==> config.mk <==
export PLATFORM = sky130hd
export DESIGN_NAME = generic_bus_arbiter
export DESIGN_NICKNAME = d
export VERILOG_FILES = /design/src/rtl/generic_bus_pkg.sv /design/src/rtl/rr_pick.sv /design/src/rtl/generic_bus_arbiter.sv
export SDC_FILE = /design/constraint.sdc
export NUM_CORES = 1
export LEC_CHECK = 0
export ABC_AREA = 0
export CAP_MARGIN = 25
export CORE_AREA = 2 2 216 218
export DETAILED_ROUTE_END_ITERATION = 10
export DIE_AREA = 0 0 218 220
export PLACE_DENSITY = 0.47
export SYNTH_ARGS = -nofsm -noshare
export SYNTH_HDL_FRONTEND = slang
export SYNTH_HIERARCHICAL = 1
export SYNTH_SLANG_ARGS = --single-unit
export TNS_END_PERCENT = 20
==> constraint.sdc <==
create_clock -name clk_i -period 5.4 [get_ports clk_i]
set_input_delay 1.08 -clock clk_i [delete_from_list [all_inputs] [get_ports clk_i]]
set_output_delay 1.08 -clock clk_i [all_outputs]
set_load 0.005 [all_outputs]
==> src/rtl/generic_bus_pkg.sv <==
// Shared types and constants for the generic bus arbiter.
package generic_bus_pkg;

   typedef enum logic [0:0] {IDLE, OWN} arb_state_t;

   localparam int unsigned BURST_LEN_W = 4;

endpackage

==> src/rtl/rr_pick.sv <==
// Round-robin pick: first asserted request at or after ptr_i, ascending modulo NUM_MGRS.
module rr_pick #(
   parameter int unsigned NUM_MGRS = 4,
   parameter int unsigned IDX_W    = $clog2(NUM_MGRS)
) (
   input  logic [NUM_MGRS-1:0] req_i,
   input  logic [IDX_W-1:0]    ptr_i,
   output logic [IDX_W-1:0]    idx_o,
   output logic                any_o
);

   logic [IDX_W:0] cand;
   logic           found;

   // ptr_i < NUM_MGRS and k < NUM_MGRS, so a single conditional subtract wraps the sum.
   always_comb begin
      idx_o = '0;
      found = 1'b0;
      cand  = '0;
      for (int unsigned k = 0; k < NUM_MGRS; k++) begin
         cand = {1'b0, ptr_i} + (IDX_W+1)'(k);
         if (cand >= (IDX_W+1)'(NUM_MGRS)) begin
            cand = cand - (IDX_W+1)'(NUM_MGRS);
         end
         if (!found && req_i[cand[IDX_W-1:0]]) begin
            idx_o = cand[IDX_W-1:0];
            found = 1'b1;
         end
      end
   end

   assign any_o = |req_i;

endmodule

==> src/rtl/generic_bus_arbiter.sv <==
// Round-robin arbiter granting one of NUM_MGRS managers ownership of a shared bus,
// with burst hold, stall hold, error/early-drop release and registered bus requests.
module generic_bus_arbiter
   import generic_bus_pkg::*;
#(
   parameter int unsigned NUM_MGRS   = 4,
   parameter int unsigned ADDR_WIDTH = 32,
   parameter int unsigned DATA_WIDTH = 32
) (
   input  logic                                clk_i,
   input  logic                                nReset_i,
   input  logic [NUM_MGRS-1:0]                 mREn_i,
   input  logic [NUM_MGRS-1:0]                 mWEn_i,
   input  logic [NUM_MGRS*ADDR_WIDTH-1:0]      mAddr_i,
   input  logic [NUM_MGRS*DATA_WIDTH-1:0]      mWData_i,
   input  logic [NUM_MGRS*(DATA_WIDTH/8)-1:0]  mWStrb_i,
   input  logic [NUM_MGRS-1:0]                 mIsBurst_i,
   input  logic [NUM_MGRS*BURST_LEN_W-1:0]     mBurstLen_i,
   output logic [NUM_MGRS*DATA_WIDTH-1:0]      mRData_o,
   output logic [NUM_MGRS-1:0]                 mError_o,
   output logic [NUM_MGRS-1:0]                 mBusy_o,
   output logic                                bREn_o,
   output logic                                bWEn_o,
   output logic [ADDR_WIDTH-1:0]               bAddr_o,
   output logic [DATA_WIDTH-1:0]               bWData_o,
   output logic [DATA_WIDTH/8-1:0]             bWStrb_o,
   output logic                                bIsBurst_o,
   output logic [BURST_LEN_W-1:0]              bBurstLen_o,
   input  logic [DATA_WIDTH-1:0]               bRData_i,
   input  logic                                bError_i,
   input  logic                                bBusy_i,
   output logic [2:0]                          grantIdx_o,
   output logic                                grantValid_o
);

   localparam int unsigned IdxW  = $clog2(NUM_MGRS);
   localparam int unsigned StrbW = DATA_WIDTH / 8;

   arb_state_t             state_q;
   logic [IdxW-1:0]        ptr_q;
   logic [IdxW-1:0]        owner_q;
   logic [BURST_LEN_W-1:0] beats_q;
   logic                   b_ren_q;
   logic                   b_wen_q;
   logic [ADDR_WIDTH-1:0]  b_addr_q;
   logic [DATA_WIDTH-1:0]  b_wdata_q;
   logic [StrbW-1:0]       b_wstrb_q;
   logic                   b_is_burst_q;
   logic [BURST_LEN_W-1:0] b_burst_len_q;

   logic [NUM_MGRS-1:0]    req;
   logic [IdxW-1:0]        win_idx;
   logic                   win_any;
   logic [IdxW-1:0]        sel_idx;
   logic                   rel;

   assign req = mREn_i | mWEn_i;

   rr_pick #(
      .NUM_MGRS (NUM_MGRS),
      .IDX_W    (IdxW)
   ) u_rr_pick (
      .req_i (req),
      .ptr_i (ptr_q),
      .idx_o (win_idx),
      .any_o (win_any)
   );

   // Fields are taken from the arbitration winner in IDLE and from the owner in OWN.
   assign sel_idx = (state_q == OWN) ? owner_q : win_idx;
   assign rel     = (beats_q == '0) || bError_i || !req[owner_q];

   always_ff @(posedge clk_i or negedge nReset_i) begin
      if (!nReset_i) begin
         state_q       <= IDLE;
         ptr_q         <= '0;
         owner_q       <= '0;
         beats_q       <= '0;
         b_ren_q       <= 1'b0;
         b_wen_q       <= 1'b0;
         b_addr_q      <= '0;
         b_wdata_q     <= '0;
         b_wstrb_q     <= '0;
         b_is_burst_q  <= 1'b0;
         b_burst_len_q <= '0;
      end else begin
         unique case (state_q)
            IDLE: begin
               if (win_any) begin
                  owner_q       <= win_idx;
                  b_ren_q       <= mREn_i[sel_idx];
                  b_wen_q       <= mWEn_i[sel_idx];
                  b_addr_q      <= mAddr_i[sel_idx*ADDR_WIDTH +: ADDR_WIDTH];
                  b_wdata_q     <= mWData_i[sel_idx*DATA_WIDTH +: DATA_WIDTH];
                  b_wstrb_q     <= mWStrb_i[sel_idx*StrbW +: StrbW];
                  b_is_burst_q  <= mIsBurst_i[sel_idx];
                  b_burst_len_q <= mBurstLen_i[sel_idx*BURST_LEN_W +: BURST_LEN_W];
                  beats_q       <= mIsBurst_i[sel_idx] ?
                                   mBurstLen_i[sel_idx*BURST_LEN_W +: BURST_LEN_W] : '0;
                  state_q       <= OWN;
               end else begin
                  b_ren_q <= 1'b0;
                  b_wen_q <= 1'b0;
               end
            end
            OWN: begin
               if (!bBusy_i) begin
                  if (rel) begin
                     b_ren_q <= 1'b0;
                     b_wen_q <= 1'b0;
                     ptr_q   <= (owner_q == IdxW'(NUM_MGRS - 1)) ? '0 : owner_q + 1'b1;
                     state_q <= IDLE;
                  end else begin
                     beats_q       <= beats_q - 1'b1;
                     b_ren_q       <= mREn_i[sel_idx];
                     b_wen_q       <= mWEn_i[sel_idx];
                     b_addr_q      <= mAddr_i[sel_idx*ADDR_WIDTH +: ADDR_WIDTH];
                     b_wdata_q     <= mWData_i[sel_idx*DATA_WIDTH +: DATA_WIDTH];
                     b_wstrb_q     <= mWStrb_i[sel_idx*StrbW +: StrbW];
                     b_is_burst_q  <= mIsBurst_i[sel_idx];
                     b_burst_len_q <= mBurstLen_i[sel_idx*BURST_LEN_W +: BURST_LEN_W];
                  end
               end
            end
            default: state_q <= IDLE;
         endcase
      end
   end

   // Only the owner sees the live bus response; everyone else is stalled while requesting.
   always_comb begin
      mRData_o = '0;
      mError_o = '0;
      mBusy_o  = req;
      if (state_q == OWN) begin
         mRData_o[owner_q*DATA_WIDTH +: DATA_WIDTH] = bRData_i;
         mError_o[owner_q] = bError_i;
         mBusy_o[owner_q]  = bBusy_i;
      end
   end

   assign bREn_o       = b_ren_q;
   assign bWEn_o       = b_wen_q;
   assign bAddr_o      = b_addr_q;
   assign bWData_o     = b_wdata_q;
   assign bWStrb_o     = b_wstrb_q;
   assign bIsBurst_o   = b_is_burst_q;
   assign bBurstLen_o  = b_burst_len_q;
   assign grantIdx_o   = 3'(owner_q);
   assign grantValid_o = (state_q == OWN);

endmodule
==> flow_summary.json, run 1 <==
{
  "outcome": "finished clean",
  "dpl_worst_slack_ns": 1.06,
  "clk_latency_ns": 0.38,
  "diodes": 0,
  "area_delta_synth_final_pct": 102,
  "synthAdderAreaFrac": 0.0178,
  "synth-compound-area-share": 0.0284,
  "worst-slew-pin-transition_ns": 0.783,
  "core_area_sq_mm": 0.0459,
  "dp_hpwl_um": 26000,
  "final_cells": 1647,
  "die_h_um": 220,
  "nets": 1380,
  "synth_top_family_by_area": "multiplexers",
  "dr.first_iter.drc_count": 162,
  "grt_start_max_net_pins": 51,
  "portBuffers": 549,
  "synthesis.nets": 846,
  "firstDrtPassIters": 6,
  "timing_worst_setup_path_type": "flop to output port",
  "dp.cells": 1631,
  "path_clk_slew_ns": 0.08,
  "dieArea_sq_mm": 0.0480,
  "gr-usage-all-layers": 0.130,
  "rows": 79,
  "grt_pass1_wl_um": 45400,
  "dieWidth_um": 218,
  "synthSimpleGateAreaFrac": 0.166,
  "setup_ws_ns": 1.14,
  "wl_per_cell_um": 19.4,
  "critical-path-top-delay-family": "buffers and inverters",
  "clock_skew_ns": 0.0124,
  "synth-seq-cells": 84,
  "drive_above_1_share": 0.186,
  "ys.flop_type": "dfrtp_1",
  "crit_path_end_kind": "output port",
  "period_share": 0.789,
  "slew_headroom": 0.477,
  "syn_avg_cell_area_sq_um": 12.6,
  "gp_congestion": 0.767,
  "antenna_found_initial": 2,
  "clk_path_buf_depth": 2,
  "start_util": 0.138,
  "cap_violations": 0,
  "hold_class": "flop to flop",
  "route.detailed.drc": 0,
  "max-vdd-ir-drop_v": 0.000186,
  "cts_resized": 0,
  "final_cell_mix": "clkdlybuf4s50_1 (548), and2_1 (128), dfrtp_1 (84)",
  "setup_viol": 0,
  "required_ns": 4.32,
  "synth_cell_types": 39,
  "netlist_area_sq_mm": 0.00631,
  "drv_slew": 0,
  "critPathMaxFanout": 32,
  "min_period_ns": 4.26,
  "start_kind": "flop",
  "cp_slowest_stage_delay_ns": 0.75,
  "htree_levels": 3,
  "grt_pass1_vias": 6895,
  "cts_made_buffers": 9,
  "crit_chain": "inv_1 > ha_1 > nor2_1 > nand3_1 > nor2_2 > buf_4 > and2_1 > clkdlybuf4s50_1",
  "clock-sinks": 84,
  "rsz0062_at_grt": "no",
  "cp.arrival_ns": 3.18,
  "critPathSlowestCell": "dfrtp_1",
  "seq_area_frac_synth": 0.333,
  "ios": 551,
  "wl_um": 32000,
  "gr-total-overflow": 0,
  "netlist_instances": 501,
  "hold_viol_final": 0,
  "final_common_cell": "clkdlybuf4s50_1",
  "powerDensity_mw_per_mm2": 401,
  "yosysWarnings": 6,
  "vias_per_cell": 3.84,
  "yosys-mux-area-fraction": 0.407,
  "async_reset_ff_frac": 1.00,
  "ctsHoldBuffers": 0,
  "postRouteAntennaNets": 0,
  "dr_total_vias": 6322,
  "root_buffer": "clkbuf_16",
  "p_leak_nw": 4.76,
  "path_buf_inv": 3,
  "synth_edf_count": 0,
  "cts_tree": "built",
  "achievable-frequency_mhz": 235,
  "cts_setup_buffers": 0,
  "setup_tns_ns": 0,
  "synth-xor-area-share": 0
}
## worst reg2reg max path, stage by stage, from the launching register on
cell and delay [ns]:
dfrtp_1 0.75, nor4b_1 0.42, nor4_2 0.14, a31oi_4 0.63, buf_4 0.49, mux2_2 0.40
## cells in the mapped netlist (2+ instances only)
master	count	area, sq um
o21ai_0	6	30.0
nand2_1	5	18.8
mux4_2	74	1670
a31oi_1	4	25.0
nor2_1	10	37.5
a221o_1	2	20.0
mux2i_1	2	20.0
and3_1	5	31.3
buf_2	16	80.1
inv_1	12	45.0
nor4b_1	2	17.5
ha_1	9	113
dfrtp_1	84	2100
mux2_2	76	856
buf_6	8	90.1
and2_1	128	801
nand3_1	9	45.0
buf_4	3	22.5
clkbuf_1	14	52.6
a21oi_1	9	45.0
or2_2	4	25.0
and4_1	2	17.5
## through the flow
step | area, sq um | util | hold slack [ns] | power [W]
6_report | 12800 | 0.279 | 0.504 | 0.00512
5_1_grt | 12800 | 0.279 | 0.522 | 0.00550
4_1_cts | 12800 | 0.279 | 0.509 | 0.00527
3_5_place_dp | 12500 | 0.272 | 0.491 | 0.00455
3_3_place_gp | 12500 | 0.272 | 0.487 | 0.00455
2_1_floorplan | 6310 | - | 0.502 | 0.00291
## metal layers
| layer | vias up | global-route usage | part of all wire |
|---|---|---|---|
| li1 | 2917 | - | - |
| met1 | 3083 | 0.143 | 0.38 |
| met2 | 292 | 0.239 | 0.53 |
| met3 | 28 | 0.0442 | 0.080 |
| met4 | 2 | 0.0315 | 0.014 |
| met5 | - | 0 | 0.00041 |
## path summary, 6_finish.rpt
path                                          startpoint                        to  slack [ns]  depth (start not counted)
worst max register to register    owner_q[0]$_DFFE_PN0P_   bAddr_o[30]$_DFFE_PN0P_        2.44                          5
worst min register to register  bWData_o[14]$_DFFE_PN0P_  bWData_o[14]$_DFFE_PN0P_        0.50                          1
worst max-delay path              owner_q[0]$_DFFE_PN0P_              mRData_o[97]        1.14                          8
worst min-delay path            bWData_o[14]$_DFFE_PN0P_  bWData_o[14]$_DFFE_PN0P_        0.50                          1
min in group asynchronous                       nReset_i   bAddr_o[13]$_DFFE_PN0P_        0.76                          1
max in group asynchronous                       nReset_i   bWStrb_o[0]$_DFFE_PN0P_        3.61                          2
## logic make-up (layout without fill, tap and decap cells)
| kind of cell | after synthesis | count (layout) |
|---|---|---|
| adders and majority gates | 9 | 9 |
| buffers and inverters | 54 | 593 |
| and+or+nand+nor | 173 | 173 |
| other | 1 | 1 |
| muxes | 153 | 153 |
| AOI/OAI and AO/OA | 27 | 27 |
| DFF | 84 | 84 |
## where the power goes
group / leakage [nW] / internal [W] / total, W / switching [W]
Clock: 0.136 / 0.000323 / 0.000660 / 0.000336
Combinational: 3.64 / 0.00204 / 0.00329 / 0.00125
Sequential: 0.981 / 0.000957 / 0.00117 / 0.000211
Total: 4.76 / 0.00332 / 0.00512 / 0.00180
## layout make-up
cell class / instances / area (sq um)
sequential: 84 / 2100
tap: 607 / 759
clock buffer: 9 / 225
timing repair buffer: 564 / 5630
inverter: 13 / 48.8
multi-input combinational: 363 / 3950
fill: 4841 / 33100
clock inverter: 7 / 63.8
## state kept, by name, indices dropped and copies added (netlist names)
register      flops
ptr_q             2
bIsBurst_o        1
bWData_o         32
bWStrb_o          4
grantValid_o      1
bREn_o            1
bAddr_o          32
bBurstLen_o       4
beats_q           4
owner_q           2
bWEn_o            1
Power figures use the tool's default switching activity.
==> run 2: changes to the inputs <==
--- a/config.mk
+++ b/config.mk
@@ -7,10 +7,10 @@
 export LEC_CHECK = 0
 export ABC_AREA = 0
 export CAP_MARGIN = 25
-export CORE_AREA = 2 2 216 218
+export CORE_AREA = 2 2 214 216
 export DETAILED_ROUTE_END_ITERATION = 10
-export DIE_AREA = 0 0 218 220
-export PLACE_DENSITY = 0.47
+export DIE_AREA = 0 0 216 218
+export PLACE_DENSITY = 0.49
 export SYNTH_ARGS = -nofsm -noshare
 export SYNTH_HDL_FRONTEND = slang
 export SYNTH_HIERARCHICAL = 1
==> constraint.sdc (replaced) <==
create_clock -name clk_i -period 3.61 [get_ports clk_i]
set_input_delay 0.722 -clock clk_i [delete_from_list [all_inputs] [get_ports clk_i]]
set_output_delay 0.722 -clock clk_i [all_outputs]
set_load 0.005 [all_outputs]
==> run 2 against run 1 <==
  * Register-to-register slack worse by 1.3 ns
  * Sequential cell count unchanged
  * Sequential power up 47%
  * Largest cell class unchanged
  * Critical endpoint is now mRData_o[21]
  * Highest routed layer unchanged
  * Sequential share of layout area down 0.24 points
  * Die area down 1.8%
  * Utilization up 1.0 points
  * Cell count up 0.24%
  * Hold slack worse by 0.024 ns
==> flow_summary.json, run 2 (synthesis results as in run 1) <==
{
  "clock-sinks": 84,
  "critical-path-top-delay-family": "buffers and inverters",
  "hold_class": "input pin to asynchronous set/reset pin",
  "dr.first_iter.drc_count": 162,
  "total_power_w": 0.00781,
  "cp_slowest_stage_delay_ns": 0.54,
  "wl_um": 30900,
  "cts_setup_buffers": 0,
  "path_clk_slew_ns": 0.06,
  "cp.arrival_ns": 2.47,
  "p_leak_nw": 4.86,
  "min_period_ns": 3.19,
  "powerDensity_mw_per_mm2": 602,
  "dp.cells": 1637,
  "outcome": "finished clean",
  "max-vdd-ir-drop_v": 0.000275,
  "root_buffer": "clkbuf_16",
  "die_h_um": 218,
  "fill_cells": 4727,
  "p_comb_frac": 0.651,
  "antenna_found_initial": 1,
  "final_common_cell": "clkdlybuf4s50_1",
  "vias_per_cell": 3.83,
  "cap_violations": 0,
  "ios": 551,
  "dieWidth_um": 216,
  "postPlaceCellArea_sq_mm": 0.0127,
  "hold_viol_final": 0,
  "dieArea_sq_mm": 0.0471,
  "wl_per_cell_um": 18.7,
  "cts_made_buffers": 9,
  "setup_viol": 0,
  "htree_levels": 3,
  "gr-total-overflow": 0,
  "clock_skew_ns": 0.00809,
  "nets": 1393,
  "critPathSlowestCell": "clkdlybuf4s50_1",
  "cts_resized": 0,
  "firstDrtPassIters": 4,
  "grt_pass1_wl_um": 44300,
  "rows": 78,
  "drive_above_1_share": 0.194,
  "start_util": 0.141,
  "gr-usage-all-layers": 0.128,
  "worst-slew-pin-transition_ns": 0.917,
  "p_sw_w": 0.00260,
  "setup_ws_ns": 0.416,
  "final_cells": 1651,
  "crit_chain": "inv_1 > ha_1 > nor3_2 > buf_12 > and2_1 > clkdlybuf4s50_1",
  "swShare": 0.333,
  "drv_slew": 0,
  "slew_headroom": 0.389,
  "path_buf_inv": 3,
  "critPathMaxFanout": 32,
  "diodes": 0,
  "p_clk_frac": 0.129,
  "area_delta_synth_final_pct": 106,
  "achievable-frequency_mhz": 313,
  "route.detailed.drc": 0,
  "final_cell_mix": "clkdlybuf4s50_1 (548), and2_1 (128), dfrtp_1 (84)",
  "ctsHoldBuffers": 0,
  "timing_worst_setup_path_type": "flop to output port",
  "core_area_sq_mm": 0.0449,
  "p_seq_frac": 0.220,
  "clk_latency_ns": 0.37,
  "dp_hpwl_um": 25600,
  "clk_path_buf_depth": 2,
  "gp_congestion": 0.855,
  "dr_total_vias": 6318,
  "grt_pass1_vias": 6722,
  "design_area_sq_mm": 0.0130,
  "grt_start_max_net_pins": 62,
  "dpl_worst_slack_ns": 0.0867,
  "period_share": 0.885,
  "start_kind": "flop",
  "crit_path_end_kind": "output port",
  "rsz0062_at_grt": "no",
  "cts_tree": "built",
  "postRouteAntennaNets": 0,
  "p_int_w": 0.00521,
  "portBuffers": 549,
  "setup_tns_ns": 0,
  "required_ns": 2.89
}
## run 2: power groups by stage
stage	sequential, W	combinational (W)	clock [W]
2_1_floorplan	0.00173	0.00263	0
3_3_place_gp	0.00172	0.00519	0
3_5_place_dp	0.00174	0.00519	0
4_1_cts	0.00173	0.00521	0.00108
5_1_grt	0.00178	0.00547	0.00110
6_report	0.00172	0.00508	0.00101
## run 2: area by class of cell
class	count	area [sq um]	area share
multi-input cells	363	3950	0.304
well taps	600	751	0.0579
clock inverters	5	78.8	0.00608
repair buffers	577	5820	0.448
clock buffers	9	225	0.0174
inverters	13	48.8	0.00376
flip-flops and latches	84	2100	0.162
## run 2: routing by layer
metal,track usage,vias to the layer above,share of wire
li1,-,2940,-
met5,0,-,0.00042
met2,0.234,301,0.53
met4,0.0345,2,0.017
met1,0.142,3057,0.38
met3,0.0404,18,0.078
## run 2: path summary, 6_finish.rpt
kind / slack (ns) / cells after the start / to / from
max in group asynchronous: 2.20 / 3 / bAddr_o[26]$_DFFE_PN0P_ / nReset_i
min in group clk_i: 0.50 / 1 / bAddr_o[21]$_DFFE_PN0P_ / bAddr_o[21]$_DFFE_PN0P_
setup / recovery: 0.42 / 6 / mRData_o[21] / owner_q[1]$_DFFE_PN0P_
hold reg to reg: 0.50 / 1 / bAddr_o[21]$_DFFE_PN0P_ / bAddr_o[21]$_DFFE_PN0P_
hold / removal: 0.48 / 1 / bWData_o[16]$_DFFE_PN0P_ / nReset_i
setup reg to reg: 1.19 / 9 / beats_q[1]$_DFFE_PN0P_ / ptr_q[0]$_DFFE_PN0P_
## run 2: per-stage QoR
| stage | hold WS (ns) | util |
|---|---|---|
| global placement | 0.487 | 0.282 |
| detailed placement | 0.492 | 0.282 |
| finish | 0.480 | 0.289 |
| floorplan | 0.426 | - |
| global route | 0.512 | 0.289 |
| CTS | 0.506 | 0.289 |
==> run 3: changes to the inputs <==
==> constraint.sdc (replaced) <==
create_clock -name clk_i -period 3.61 [get_ports clk_i]
set_input_delay 0.722 -clock clk_i [delete_from_list [all_inputs] [get_ports clk_i]]
set_output_delay 0.722 -clock clk_i [all_outputs]
set_load 0.01 [all_outputs]
==> run 3 against run 2 <==
  * Wire length rose by 0.60%
  * Sequential power barely moved
  * Fmax down 1.7%
  * Clock-buffer cell count rose by 2
  * Combinational power is 4.7% higher
  * Power is 1.8% higher
  * First-iteration DRC count rose by 17%
  * Critical path type unchanged
  * Non-clock buffer count down 1
==> flow_summary.json, run 3 (synthesis results as in run 1) <==
{
  "cap_violations": 0,
  "core_area_sq_mm": 0.0449,
  "rsz0062_at_grt": "no",
  "hold_class": "input pin to asynchronous set/reset pin",
  "p_int_w": 0.00507,
  "p_clk_frac": 0.115,
  "dpl_worst_slack_ns": -0.0575,
  "ios": 551,
  "vias_per_cell": 3.89,
  "wl_per_cell_um": 18.8,
  "critPathMaxFanout": 32,
  "drv_slew": 0,
  "setup_ws_ns": 0.360,
  "grt_start_max_net_pins": 56,
  "r2r_cells": 8,
  "max-vdd-ir-drop_v": 0.000278,
  "hold_viol_final": 0,
  "p_leak_nw": 4.83,
  "postRouteAntennaNets": 0,
  "r2r_slack_ns": 0.98,
  "clk_path_buf_depth": 2,
  "hold_slack_ns": 0.432,
  "clock-sinks": 84,
  "design_area_sq_mm": 0.0129,
  "dr.first_iter.drc_count": 190,
  "rows": 78,
  "setup_viol": 0,
  "p_comb_frac": 0.669,
  "nets": 1392,
  "diodes": 0,
  "gp_congestion": 0.875,
  "cts_made_buffers": 9,
  "required_ns": 2.89,
  "timing.rr.end": "bWEn_o$_DFFE_PN0P_",
  "path_clk_slew_ns": 0.08,
  "postPlaceCellArea_sq_mm": 0.0126,
  "timing_worst_setup_path_type": "flop to output port",
  "p_sw_w": 0.00288,
  "worst-slew-pin-transition_ns": 0.816,
  "dieArea_sq_mm": 0.0471,
  "powerDensity_mw_per_mm2": 617,
  "start_kind": "flop",
  "p_seq_frac": 0.216,
  "clk_latency_ns": 0.38,
  "area_delta_synth_final_pct": 104,
  "route.detailed.drc": 0,
  "antenna_found_initial": 2,
  "ctsHoldBuffers": 0,
  "cp.arrival_ns": 2.53,
  "cts_tree": "built",
  "outcome": "finished clean",
  "gr-total-overflow": 0,
  "dr_total_vias": 6420,
  "cts_setup_buffers": 0,
  "clock_skew_ns": 0.0166,
  "swShare": 0.362,
  "portBuffers": 549,
  "die_h_um": 218,
  "timing.rr.start": "ptr_q[0]$_DFFE_PN0P_",
  "fill_cells": 4705,
  "grt_pass1_vias": 6967,
  "wl_um": 31100,
  "multi_input_area_sq_mm": 0.00395,
  "final_cell_mix": "clkdlybuf4s50_1 (548), and2_1 (128), dfrtp_1 (84)",
  "min_period_ns": 3.25,
  "final_common_cell": "clkdlybuf4s50_1",
  "start_util": 0.141,
  "slew_headroom": 0.444,
  "dp_hpwl_um": 25500,
  "drive_above_1_share": 0.193,
  "crit_path_end_kind": "output port",
  "register_area_sq_mm": 0.00210,
  "htree_levels": 3,
  "firstDrtPassIters": 4,
  "period_share": 0.900,
  "dieWidth_um": 216,
  "cts_resized": 0,
  "gr-usage-all-layers": 0.129,
  "grt_pass1_wl_um": 44800,
  "achievable-frequency_mhz": 308,
  "root_buffer": "clkbuf_16"
}
## run 3: cell count changes in the layout (fill, tap and decap cells not counted), sizes merged
cell      delta
bufinv       -2
clkbuf       +2
clkinvlp     +2
buf          -1
clkinv       -1
inv          +1
## run 3: power groups by stage
| stage | Combinational [W] | Sequential (W) | Clock [W] |
|---|---|---|---|
| after detailed placement | 0.00542 | 0.00173 | 0 |
| after floorplan | 0.00270 | 0.00190 | 0 |
| after global routing | 0.00571 | 0.00178 | 0.00103 |
| final | 0.00532 | 0.00172 | 0.000918 |
| after global placement | 0.00541 | 0.00171 | 0 |
| after CTS | 0.00544 | 0.00172 | 0.000993 |
## run 3: per-layer routing
metal | vias to the layer above | track usage | share of wire
met5 | - | 0 | 0.00071
met1 | 3106 | 0.139 | 0.37
met2 | 330 | 0.234 | 0.52
met4 | 4 | 0.0409 | 0.025
li1 | 2945 | - | -
met3 | 35 | 0.0483 | 0.083
## run 3: layout make-up
type	instances	area share
repair buffers	576	0.448
multi-input cells	363	0.306
flip-flops and latches	84	0.163
well taps	600	0.0582
clock buffers	11	0.0181
inverters	13	0.00379
clock inverters	5	0.00291
## run 3: how the worst max path moves through the flow
stage                           start                endpoint  slack [ns]  cells past startpoint
2_1_floorplan               mREn_i[1]  bAddr_o[0]$_DFFE_PN0P_        0.67                      9
3_3_place_gp                mREn_i[0]      bWEn_o$_DFFE_PN0P_       -0.06                     10
3_5_place_dp                mREn_i[0]      bWEn_o$_DFFE_PN0P_       -0.06                     10
4_1_cts        owner_q[1]$_DFFE_PN0P_            mRData_o[21]        0.27                      6
5_1_grt        owner_q[0]$_DFFE_PN0P_            mRData_o[97]        0.13                      8
6_report       owner_q[1]$_DFFE_PN0P_            mRData_o[21]        0.36                      6
## run 3: critical path: stages, from the launching register on
cell	delay (ns)
dfrtp_1	0.37
inv_1	0.15
ha_1	0.32
nor3_2	0.19
buf_4	0.32
and2_1	0.23
clkdlybuf4s50_1	0.56
## run 3: through the flow
step                      std cells  setup TNS, ns  total power (W)   util
after floorplan                 501              0          0.00461      -
after global placement         1636         -0.138          0.00713  0.281
after detailed placement       1636         -0.130          0.00715  0.281
after CTS                      1652              0          0.00815  0.287
after global routing           1652              0          0.00852  0.287
final                          1652              0          0.00795  0.287
